==> src/rtl/spi_miso_deserializer.sv <==
// SPI mode-0 MISO receive front end: synchronises sclk/miso/frame_en, assembles bytes, strobes each one and flags framing errors.
// Optional build macro SPI_RX_LSB_FIRST_EN: first received bit lands in bit 0 (default is MSB first).
module spi_miso_deserializer #(
    parameter int DSIZE       = 8,
    parameter int FRAME_BYTES = 15
) (
    input  logic             clk,
    input  logic             rst,
    input  logic             spi_sclk,
    input  logic             spi_miso,
    input  logic             frame_en,
    output logic [DSIZE-1:0] wdata,
    output logic             wdata_valid,
    output logic [3:0]       byte_cnt,
    output logic             frame_done,
    output logic             frame_err,
    output logic             busy
);

    typedef enum logic [1:0] {IDLE, SHIFT, DONE} state_e;

    localparam int             BW        = (DSIZE > 1) ? $clog2(DSIZE) : 1;
    localparam logic [BW-1:0]  LAST_BIT  = BW'(DSIZE - 1);
    localparam logic [3:0]     LAST_BYTE = 4'(FRAME_BYTES);

    logic             sclk_s1_q, sclk_s2_q, sclk_prev_q;
    logic             miso_s1_q, miso_s2_q;
    logic             fen_s1_q, fen_s2_q, fen_prev_q;
    state_e           state_q;
    logic [BW-1:0]    bit_cnt_q;
    logic [3:0]       byte_cnt_q;
    logic [DSIZE-1:0] shift_q, shift_d;
    logic [DSIZE-1:0] wdata_q;
    logic             wdata_valid_q, frame_done_q, frame_err_q;
    logic             sclk_rise, fen_rise, fen_fall;
    logic [3:0]       byte_cnt_d;

    // miso shares the sclk synchroniser depth, so the sampled bit is the pin value at the sclk edge.
    always_ff @(posedge clk or negedge rst) begin
        if (!rst) begin
            sclk_s1_q   <= 1'b0;
            sclk_s2_q   <= 1'b0;
            sclk_prev_q <= 1'b0;
            miso_s1_q   <= 1'b0;
            miso_s2_q   <= 1'b0;
            fen_s1_q    <= 1'b0;
            fen_s2_q    <= 1'b0;
            fen_prev_q  <= 1'b0;
        end else begin
            // NOTE: non-blocking assignments make each flop see the previous stage's old value, forming a real chain.
            sclk_s1_q   <= spi_sclk;
            sclk_s2_q   <= sclk_s1_q;
            sclk_prev_q <= sclk_s2_q;
            miso_s1_q   <= spi_miso;
            miso_s2_q   <= miso_s1_q;
            fen_s1_q    <= frame_en;
            fen_s2_q    <= fen_s1_q;
            fen_prev_q  <= fen_s2_q;
        end
    end

    assign sclk_rise  = sclk_s2_q & ~sclk_prev_q;
    assign fen_rise   = fen_s2_q & ~fen_prev_q;
    assign fen_fall   = ~fen_s2_q & fen_prev_q;
    assign byte_cnt_d = byte_cnt_q + 4'd1;

`ifdef SPI_RX_LSB_FIRST_EN
    assign shift_d = {miso_s2_q, shift_q[DSIZE-1:1]};
`else
    assign shift_d = {shift_q[DSIZE-2:0], miso_s2_q};
`endif

    always_ff @(posedge clk or negedge rst) begin
        if (!rst) begin
            state_q       <= IDLE;
            bit_cnt_q     <= '0;
            byte_cnt_q    <= '0;
            shift_q       <= '0;
            wdata_q       <= '0;
            wdata_valid_q <= 1'b0;
            frame_done_q  <= 1'b0;
            frame_err_q   <= 1'b0;
        end else begin
            wdata_valid_q <= 1'b0;
            frame_done_q  <= 1'b0;
            case (state_q)
                IDLE: begin
                    if (fen_rise) begin
                        bit_cnt_q   <= '0;
                        byte_cnt_q  <= '0;
                        shift_q     <= '0;
                        frame_err_q <= 1'b0;
                        state_q     <= SHIFT;
                    end
                end
                SHIFT: begin
                    // A frame_en fall beats a coincident sclk edge; the partial byte is dropped.
                    if (fen_fall) begin
                        if (bit_cnt_q != '0 || byte_cnt_q < LAST_BYTE) frame_err_q <= 1'b1;
                        bit_cnt_q <= '0;
                        shift_q   <= '0;
                        state_q   <= IDLE;
                    end else if (sclk_rise) begin
                        shift_q <= shift_d;
                        if (bit_cnt_q == LAST_BIT) begin
                            wdata_q       <= shift_d;
                            wdata_valid_q <= 1'b1;
                            bit_cnt_q     <= '0;
                            byte_cnt_q    <= byte_cnt_d;
                            if (byte_cnt_d == LAST_BYTE) begin
                                frame_done_q <= 1'b1;
                                state_q      <= DONE;
                            end
                        end else begin
                            bit_cnt_q <= bit_cnt_q + BW'(1);
                        end
                    end
                end
                DONE: begin
                    if (sclk_rise) frame_err_q <= 1'b1;
                    if (fen_fall)  state_q     <= IDLE;
                end
                default: state_q <= IDLE;
            endcase
        end
    end

    assign wdata       = wdata_q;
    assign wdata_valid = wdata_valid_q;
    assign byte_cnt    = byte_cnt_q;
    assign frame_done  = frame_done_q;
    assign frame_err   = frame_err_q;
    assign busy        = (state_q != IDLE);

endmodule

==> config.mk <==
export PLATFORM = sky130hd
export DESIGN_NAME = spi_miso_deserializer
export DESIGN_NICKNAME = d
export VERILOG_FILES = /design/src/rtl/spi_miso_deserializer.sv
export SDC_FILE = /design/constraint.sdc
export NUM_CORES = 1
export LEC_CHECK = 0
export CAP_MARGIN = 30
export CELL_PAD_IN_SITES_DETAIL_PLACEMENT = 1
export CELL_PAD_IN_SITES_GLOBAL_PLACEMENT = 2
export CORE_ASPECT_RATIO = 0.5
export CORE_MARGIN = 2
export CORE_UTILIZATION = 36
export CTS_CLUSTER_SIZE = 40
export DETAILED_ROUTE_END_ITERATION = 10
export PLACE_DENSITY_LB_ADDON = 0.1
export SLEW_MARGIN = 10
export SYNTH_ARGS = -nofsm -noshare
export SYNTH_HDL_FRONTEND = slang
export SYNTH_SLANG_ARGS = --single-unit
==> constraint.sdc <==
create_clock -name clk -period 1.9 [get_ports clk]
set_input_delay 0.38 -clock clk [delete_from_list [all_inputs] [get_ports clk]]
set_output_delay 0.38 -clock clk [all_outputs]
set_load 0.05 [all_outputs]
### After elaboration in Yosys (flattened, before gate mapping)

Cells that the tools add are included.

* word-level logic and storage cells: 87
* input port bits: 5
* register bits: 35
* output and inout bits: 16

* muxes and demuxes: 35
* $lt $le $gt $ge: 1
* reductions and logical operators: 11
* $add $sub $neg: 2
* bitwise operators: 7
* eq/ne operators: 15

Operator list (count)
* $mux W7: 3
* $mux W4: 4
* $ne A2 B2 Y1 const B: 8
* $reduce_and A5 Y1: 3
* $pmux W7 S2: 1
* $mux W1: 13
* $mux W2: 6
* $mux W3: 4
* $ne A3 B3 Y1 const B: 3
* $pmux W4 S2: 1
* $pmux W2 S3: 1
* $pmux W3 S2: 1
* $reduce_bool A3 Y1: 2
* $add A4 B1 Y4 const B: 1
* $eq A4 B4 Y1 const B: 1
* $lt A4 B4 Y1 const B: 1
* $not A1 Y1: 4
* $reduce_and A4 Y1: 1
* $reduce_bool A2 Y1: 2
* $add A3 B1 Y3 const B: 1
* $and A1 B1 Y1: 3
* $eq A3 B3 Y1 const B: 1
* $pmux W1 S3: 1
* $reduce_and A3 Y1: 1
* other kinds (4): 4

### Longest topological paths before layout

Gate-level depths: netlist (run 1).

* word-level depth: 7
* gate-level depth with buffers: 8
* depth with buffers taken out: 6

### Least setup slack after synthesis (run 1)

OpenSTA, ideal clock, no wires.

* path kind: register to register
* start point: register byte_cnt_q[0], in the netlist byte_cnt[0]
* end point: register frame_err_q, in the netlist frame_err
* slack: 0.079 ns
* required time: 1.772 ns
* cell stages (with the launch flop): 5
* setup time: 0.128 ns
* path buffers: 0
* arrival: 1.693 ns
* clock period less this slack: 1.821 ns
* path through: dfrtp_1 > ha_1 > nand2_1 > o221ai_1 > mux2_1

* longest elaborated chain between the ends: 4

Ends and longest elaborated chain
* start, declared: line 31 `logic [3:0] byte_cnt_q;`
* start signal, assigned: line 109 `byte_cnt_q <= byte_cnt_d;`
* $lt A4 B4 Y1: line 99 `if (bit_cnt_q != '0 || byte_cnt_q < LAST_BYTE) frame_err_q <= 1'b1;`
* $logic_or A1 B1 Y1: line 99
* $ne A2 B2 Y1 (no line)
* $reduce_and A5 Y1 (no line)
* end signal, assigned: line 92 `frame_err_q <= 1'b0;`
* end signal, assigned: line 99
* end signal, assigned: line 120 `if (sclk_rise) frame_err_q <= 1'b1;`
* end, declared: line 34 `logic wdata_valid_q, frame_done_q, frame_err_q;`

Every way passes these cells.
A chain may end at the register's enable or synchronous reset.

### Final worst setup path (run 1)

* start point: register wdata_q[2], in the netlist wdata[2]
* end point: output wdata[2]

RTL lines
* start, declared: line 33 `logic [DSIZE-1:0] wdata_q;`
* start signal, assigned: line 106 `wdata_q <= shift_d;`
* end, declared: line 12 `output logic [DSIZE-1:0] wdata,`

No word-level cell between the ends.

==> results of run 1 <==
==> power by group through the flow <==
stage / registers (W) / clock network, W / logic [W]
6_report: 0.000883 / 0.000723 / 0.000683
5_1_grt: 0.000899 / 0.000784 / 0.000756
4_1_cts: 0.000885 / 0.000742 / 0.000698
3_5_place_dp: 0.000900 / 0 / 0.000695
3_3_place_gp: 0.000896 / 0 / 0.000680
2_1_floorplan: 0.000924 / 0 / 0.000446
==> final cells by class <==
cell class                      count  area, sq um
Timing Repair Buffer               25        222.7
Fill cell                         482         2356
Inverter                           16        60.06
Multi-Input combinational cell     89        695.7
Clock buffer                        6        82.58
Tap cell                           57        71.32
Sequential cell                    35        875.8
Clock inverter                      2        38.79
==> Yosys cell counts, types with 2 or more instances <==
master / number
inv_1: 15
nor2b_1: 2
a21oi_1: 4
nand2_1: 11
nand2b_1: 7
o221ai_1: 2
buf_2: 2
o21ai_1: 3
dfrtp_1: 35
mux2i_1: 12
nor2_1: 6
mux2_1: 6
ha_1: 8
nand3_1: 6
mux2_2: 3
nand3b_1: 2
==> worst paths after layout <==
| path | endpoint | depth (start not counted) |
|---|---|---|
| worst max register to register | byte_cnt[2] | 6 |
| worst min-delay path | sclk_s2_q | 0 |
| worst min register to register | sclk_s2_q | 0 |
| worst max-delay path | wdata[2] | 1 |
| min in group asynchronous | byte_cnt[3] | 2 |
| max in group asynchronous | state_q[0] | 2 |
==> cell families after synthesis <==
family	after synthesis	share of synthesized area (%)
flops	35	53.07
simple gates	40	12.43
xor+xnor	1	0.5308
fa+ha+maj	8	6.065
mux	21	13.42
buf+inv	20	4.927
compound gates	19	9.553
==> registers in the layout, summed over array words and instances (netlist names) <==
signal and flops:
bit_cnt_q 3, frame_done 1, sclk_s2_q 1, sclk_s1_q 1, wdata_valid 1, shift_q 7, sclk_prev_q 1, wdata 8
miso_s1_q 1, fen_s1_q 1, frame_err 1, state_q 2, fen_s2_q 1, byte_cnt 4, miso_s2_q 1, fen_prev_q 1
==> per-stage QoR <==
stage / total power (W) / hold slack (ns) / setup slack, ns / cell area, sq um / cells
4_1_cts: 0.002325 / 0.3545 / 0.05874 / 2044 / 230
2_1_floorplan: 0.001370 / 0.08441 / 0.07932 / 1650 / 144
3_5_place_dp: 0.001595 / 0.3364 / 0.1405 / 1923 / 222
6_report: 0.002289 / 0.3549 / 0.07627 / 2047 / 230
3_3_place_gp: 0.001576 / 0.3327 / 0.1477 / 1923 / 222
5_1_grt: 0.002439 / 0.3658 / 0.02262 / 2047 / 230
==> placed cells by master (no fill, tap or decap), drive strengths merged, types with 2 or more instances in the layout <==
| cell type | netlist | routed |
|---|---|---|
| o221ai | 2 | 2 |
| buf | 3 | 16 |
| mux2 | 9 | 9 |
| dfrtp | 35 | 35 |
| o21ai | 4 | 4 |
| ha | 8 | 8 |
| inv | 16 | 17 |
| clkbuf | 1 | 6 |
| nand2 | 11 | 11 |
| a21oi | 4 | 4 |
| nand3 | 6 | 6 |
| nand3b | 2 | 2 |
| clkdlybuf4s50 | 0 | 9 |
| nor2 | 6 | 6 |
| mux2i | 12 | 12 |
| nand2b | 7 | 7 |
| nor2b | 2 | 2 |
==> routing by layer <==
layer	wire length [microns]	vias to the layer above	GRT usage [%]
li1	-	545	-
met1	1663	553	18.41
met2	1540	17	25.68
met3	125	7	4.435
met4	42	0	6.164
met5	0	-	0
==> what timing repair did <==
action / 4_1_cts / 5_1_grt
setup buffers: 0 / 0
setup endpoints to repair: 0 / 2
gates resized for setup: 0 / 1
==> reports/qor.txt, run 1 <==
status - finished clean
endpoint class of the critical path - output pin
slew margin rel. - 67.12%
register area share after synthesis - 53.07%
Worst-Margin Slew - 0.4917 ns
sw frac - 31.99%
register bit total from synthesis - 35
CTS tree - done
initial antenna violation count - 0
pwr/cell area - 1118 nW/um^2
I/O pins - 21
post-synthesis area per instance - 11.46 sq um
Post-synth EDFFs - 0
final slew viol count - 0
Post-DP HPWL - 2.434 mm
wirelength, routed - 3.372 mm
Final Skew - 0.006603 ns
clock latency on the worst-skew pair - 0.29 ns
unrepaired setup endpoints after global routing - false
Peak Freq - 0.5483 GHz
clk sink count - 35
Worst EP required - 1.52 ns
cell accounting for the most synthesized area - dfrtp_1
wire length of the first global-routing pass - 5.823 mm
Logic pwr share - 29.8%
CTS Buffer Depth - 2
Reg-to-Reg Start - state_q[0]
total grt overflow - 0
WL per Instance - 14.66 microns
row count - 17
Hold WC Path Type - reg -> reg
Die ar. - 5175 sq um
DRC - 0
initial drt markers - 14
Cell Area, Synth - 1650 sq um
largest net degree at the start of global routing - 36
cell family with most CP delay - buffers and inverters
P_sw - 0.0007321 W
Die H - 51.88 microns
Final ANT Viol Nets - 0
crit path kind - reg -> out
vias post-DR - 1122
largest cells by area after synthesis - dfrtp_1 (53%), mux2i_1 (7.3%), ha_1 (6.1%), mux2_1 (4.1%), inv_1 (3.4%)
Max FO, Critical Path - 2
DRT Pass-1 Iters - 3
gpl congestion - 0.7343
Fin. Hold Viols - 0
top_reg_cell synth - dfrtp_1
Nets - 185
max cap viols - 0
clock slew at reported path FFs - 0.08 ns
Critical Path Max Stage Delay - 0.80 ns
Flop pwr share - 38.6%
root buffer cell - clkbuf_8
Port Buffers - 20
Tot GR Track Use - 15.12%
final setup fails - 0
H-Tree Depth - 2
Tmin final - 1.824 ns
YS warnings - 0
crit path max-delay cell type - clkdlybuf4s50_1
Pleak - 0.9799 nW
Setup crit start kind - flop
area share of the largest cell type after synthesis - 53.07%
crit-path cells - clkdlybuf4s50_1
Util after Layout - 46.49%
Post-Syn Instances - 144
Clk pwr share - 31.6%
Reg2Reg Setup Slack - 0.14 ns
final worst path period share - 95.99%
P_int - 0.001557 W
Async S/R FF share, synth - 100.0%
ANT cells - 0
worst vdd ir - 469.4 uV
CP Buf/Inv Count - 1
vias per inst - 4.878
WP data arrival - 1.44 ns
core area - 4403 sq um
start point of the critical path - wdata[2]
fraction of layout cells with a size suffix above 1 - 19.65%
die span in x - 99.75 microns
Area Growth Syn to Fin - 24.03%
Unique masters post-synth - 36
Hold Crit Start - sclk_s1_q
setup TNS - 0 ns
CTS Buf Count - 5
Hold-fix buffers, CTS - 0
initial core utilization - 37.48%
syn_nets - 157
vias in the first global route - 1214
(Power assumes the default switching activity.)
==> run 2, diff against run 1 <==
Settings changed: PLACE_DENSITY from default to 0.81, PLACE_DENSITY_LB_ADDON 0.1 to default.
==> reports/qor.txt, run 2 (synthesized netlist as in run 1, its figures left out) <==
pwr/cell area - 1100 nW/um^2 (-1.6%)
CTS tree - done
Hold Crit Start - miso_s1_q
ANT cells - 0 (unchanged)
clock slew at reported path FFs - 0.07 ns (about the same)
max cap viols - 0 (unchanged)
endpoint class of the critical path - output pin
initial antenna violation count - 0 (unchanged)
Final ANT Viol Nets - 0 (unchanged)
worst vdd ir - 330.3 uV (-30%)
hold path cells - 0 (unchanged)
DRC - 0 (unchanged)
H-Tree Depth - 2 (unchanged)
Die H - 51.88 microns (unchanged)
Area Growth Syn to Fin - 23.28%
wirelength, routed - 3.442 mm (+2.1%)
crit path kind - reg -> out
Post-CTS Setup Repair Bufs - 0 (unchanged)
vias post-DR - 1121 (-0.089%)
Port Buffers - 20 (unchanged)
Hold WC Path Type - reg -> reg
CTS Buffer Depth - 2 (unchanged)
gpl congestion - 0.7701 (+4.9%)
Tot GR Track Use - 15.33% (+0.21 points)
Fin. Hold Viols - 0 (unchanged)
Die ar. - 5175 sq um (unchanged)
Worst-Margin Slew - 0.5129 ns (+0.02113 ns)
crit path max-delay cell type - clkdlybuf4s50_1
dpl cells - 222 (unchanged)
WL per Instance - 15.03 microns (+2.5%)
vias per inst - 4.895 (+0.35%)
Tmin final - 1.836 ns (+0.01258 ns)
total grt overflow - 0 (unchanged)
die span in x - 99.75 microns (unchanged)
slew margin rel. - 65.75% (-1.4 points)
row count - 17 (unchanged)
most common cell after layout, fill and taps aside - dfrtp_1
WP data arrival - 1.46 ns (+0.02 ns)
Pleak - 0.9842 nW (+0.44%)
initial drt markers - 61 (+47)
Final Skew - 0.005630 ns (-0.0009727 ns)
CTS-repair resized insts - 0 (unchanged)
DRT Pass-1 Iters - 4 (+1)
Largest register FFs - 8 (unchanged)
vias in the first global route - 1199 (-1.2%)
setup TNS - 0 ns (unchanged)
Non-Filler Instances - 229 (-0.43%)
initial core utilization - 37.48% (unchanged)
Critical Path Max Stage Delay - 0.81 ns (about the same)
Post-DP HPWL - 2.459 mm (+1.0%)
fraction of layout cells with a size suffix above 1 - 18.02% (-1.6 points)
status - finished clean
Worst Hold Endpoint - miso_s2_q
Nets - 185 (unchanged)
core area - 4403 sq um (unchanged)
Worst R2R End - byte_cnt[2]
Reg-to-Reg Start - state_q[0]
worst r2r path cells - 6 (unchanged)
largest net degree at the start of global routing - 36 (unchanged)
Worst EP required - 1.52 ns (about the same)
final slew viol count - 0 (unchanged)
root buffer cell - clkbuf_8
wire length of the first global-routing pass - 5.906 mm (+1.4%)
final worst path period share - 96.65% (+0.66 points)
CP Buf/Inv Count - 1 (unchanged)
clk sink count - 35 (unchanged)
CTS Buf Count - 5 (unchanged)
Setup crit start kind - flop
Reg2Reg Setup Slack - 0.11 ns (-0.03 ns)
Max FO, Critical Path - 2 (unchanged)
final setup fails - 0 (unchanged)
most frequent cells in the layout - dfrtp_1 (35), inv_1 (15), buf_4 (14)
crit-path cells - clkdlybuf4s50_1
Peak Freq - 0.5446 GHz (-0.68%)
clock latency on the worst-skew pair - 0.29 ns (about the same)
cell family with most CP delay - buffers and inverters
unrepaired setup endpoints after global routing - false
Hold-fix buffers, CTS - 0 (unchanged)
I/O pins - 21 (unchanged)
-- run 2: through the flow --
stage	hold slack, ns	cell area, sq um	utilization, %	power (W)	setup slack [ns]
after floorplan	0.08441	1650	-	0.001370	0.07932
after global placement	0.3337	1926	43.73	0.001586	0.1416
after detailed placement	0.3372	1926	43.73	0.001608	0.1282
after CTS	0.3545	2032	46.15	0.002281	0.04361
after global routing	0.3710	2034	46.21	0.002387	0.009879
final	0.3513	2034	46.21	0.002239	0.06369
-- run 2: worst max path at each step --
stage,slack (ns),from,depth (start not counted),end
6_report,0.06,wdata[2],1,wdata[2]
5_1_grt,0.01,wdata[2],1,wdata[2]
4_1_cts,0.04,wdata[2],1,wdata[2]
3_5_place_dp,0.13,state_q[0],6,byte_cnt[2]
3_3_place_gp,0.14,state_q[0],6,byte_cnt[2]
2_1_floorplan,0.08,byte_cnt[0],4,frame_err
-- run 2: cell type report --
type	count	area (sq um)
Fill cell	484	2369
Timing Repair Buffer	25	227.7
Clock buffer	5	68.82
Inverter	16	60.06
Multi-Input combinational cell	89	693.2
Clock inverter	2	37.54
Sequential cell	35	875.8
Tap cell	57	71.32
-- run 2: routing by layer --
metal  vias to the layer above  track usage (%)  share of wire [%]
li1                        540                -                  -
met3                         0            4.032                3.5
met1                       562            20.63                 50
met4                         0            6.164                  0
met2                        19            23.87                 46
met5                         -                0                  0
-- run 2: power breakdown --
| part | total (W) | internal, W | switching (W) |
|---|---|---|---|
| clock network | 0.000655 | 0.000383 | 0.000272 |
| registers | 0.000888 | 0.000830 | 0.0000581 |
| logic | 0.000695 | 0.000297 | 0.000398 |
==> run 3, diff against run 2 <==
Settings changed: CELL_PAD_IN_SITES_DETAIL_PLACEMENT 1 to 2, CORE_UTILIZATION 36 to 39, PLACE_DENSITY 0.81 to 0.87.
Clock period 1.9 ns to 2.3 ns, I/O delays scaled along.
==> reports/qor.txt, run 3 (synthesized netlist as in run 1, its figures left out) <==
vias post-DR - 1199 (+7.0%)
Final Skew - 0.008770 ns (+0.003140 ns)
final setup fails - 0 (unchanged)
crit-path cells - clkdlybuf4s50_1
clk sink count - 35 (unchanged)
most common cell after layout, fill and taps aside - dfrtp_1
row count - 16 (-1)
unrepaired setup endpoints after global routing - false
Fin. Hold Viols - 0 (unchanged)
Post-DP HPWL - 2.989 mm (+22%)
DRC - 0 (unchanged)
status - finished clean
root buffer cell - clkbuf_8
Worst-Margin Slew - 0.5163 ns (+0.003447 ns)
DRT Pass-1 Iters - 4 (unchanged)
total grt overflow - 0 (unchanged)
largest net degree at the start of global routing - 36 (unchanged)
Die H - 50 microns (-3.6%)
I/O pins - 21 (unchanged)
initial antenna violation count - 0 (unchanged)
WL per Instance - 19.82 microns (+32%)
CP Buf/Inv Count - 1 (unchanged)
Reg2Reg Setup Slack - 0.22 ns (+0.11 ns)
Nets - 184 (-0.54%)
Peak Freq - 0.4657 GHz
Largest register FFs - 8 (unchanged)
fill count - 399 (-18%)
CTS-repair resized insts - 0 (unchanged)
initial core utilization - 41.43% (+3.9 points)
ANT cells - 0 (unchanged)
crit path kind - reg -> out
Area Growth Syn to Fin - 23.05%
max cap viols - 0 (unchanged)
Multi-input gate area - 693.2 sq um (unchanged)
slew margin rel. - 65.47% (-0.28 points)
wirelength, routed - 4.459 mm (+30%)
setup ws final - 0.1525 ns (+0.08878 ns)
most frequent cells in the layout - dfrtp_1 (35), clkdlybuf4s50_1 (19), inv_1 (15)
Die ar. - 4800 sq um (-7.2%)
Util after Layout - 50.97% (+4.8 points)
Port Buffers - 20 (unchanged)
cell family with most CP delay - buffers and inverters
clock slew at reported path FFs - 0.07 ns (about the same)
H-Tree Depth - 2 (unchanged)
CTS Buffer Depth - 2 (unchanged)
Hold-fix buffers, CTS - 0 (unchanged)
core area - 3984 sq um (-9.5%)
gpl congestion - 0.7830 (+1.7%)
Critical Path Max Stage Delay - 0.87 ns (+0.06 ns)
crit path max-delay cell type - clkdlybuf4s50_1
Non-Filler Instances - 225 (-1.7%)
CTS Buf Count - 5 (unchanged)
vias per inst - 5.329 (+8.9%)
worst vdd ir - 471.1 uV (+43%)
Post-CTS Setup Repair Bufs - 0 (unchanged)
Tot GR Track Use - 21.35% (+6.0 points)
Final ANT Viol Nets - 0 (unchanged)
Storage cell area - 875.8 sq um (unchanged)
setup TNS - 0 ns (unchanged)
pwr/cell area - 913.4 nW/um^2 (-17%)
wire length of the first global-routing pass - 7.410 mm (+25%)
WP data arrival - 1.69 ns (+0.23 ns)
die span in x - 96.00 microns (-3.8%)
Pleak - 0.9393 nW (-4.6%)
final slew viol count - 0 (unchanged)
initial drt markers - 30 (-51%)
fraction of layout cells with a size suffix above 1 - 12.28% (-5.7 points)
pre-CTS WS - 0.3929 ns (+0.2648 ns)
Setup crit start kind - flop
final worst path period share - 93.37%
dpl cells - 218 (-1.8%)
vias in the first global route - 1381 (+15%)
Tmin final - 2.148 ns
clock latency on the worst-skew pair - 0.29 ns (about the same)
endpoint class of the critical path - output pin
Hold WC Path Type - reg -> reg
Worst EP required - 1.84 ns (+0.32 ns)
Pwr Total - 0.001855 W (-17%)
Max FO, Critical Path - 9 (+7)
CTS tree - done
==> run 3: routing by layer <==
metal	up-vias	share of wire [%]	global-route usage (%)
li1	544	-	-
met1	611	47	27.90
met2	31	47	34.14
met3	13	3.1	5.046
met4	0	2.9	8.571
met5	-	0	0
==> run 3: layout make-up <==
| type | count | share of cell area, % |
|---|---|---|
| sequential | 35 | 43.13 |
| multi-input combinational | 89 | 34.13 |
| timing repair buffer | 24 | 11.21 |
| clock buffer | 5 | 3.389 |
| tap | 54 | 3.327 |
| inverter | 16 | 2.957 |
| clock inverter | 2 | 1.848 |
==> run 3: power by group <==
| group | leakage, nW | switching [W] | internal, W | total, W |
|---|---|---|---|---|
| Sequential | 0.463 | 0.0000489 | 0.000686 | 0.000735 |
| Clock | 0.0502 | 0.000229 | 0.000317 | 0.000546 |
| Combinational | 0.426 | 0.000362 | 0.000212 | 0.000574 |
==> run 3: path summary, 6_finish.rpt <==
check,from,to,cells past startpoint
setup / recovery,byte_cnt[2],byte_cnt[2],1
hold reg to reg,miso_s1_q,miso_s2_q,0
hold / removal,miso_s1_q,miso_s2_q,0
setup reg to reg,state_q[1],byte_cnt[2],6
max in group asynchronous,rst,byte_cnt[1],2
min in group asynchronous,rst,shift_q[3],2
==> run 3: metrics by stage <==
| step | hold slack, ns | instance area, sq um |
|---|---|---|
| after floorplan | 0.1644 | 1650 |
| after global placement | 0.3320 | 1924 |
| after detailed placement | 0.3397 | 1924 |
| after CTS | 0.3559 | 2031 |
| after global routing | 0.3710 | 2031 |
| final | 0.3526 | 2031 |
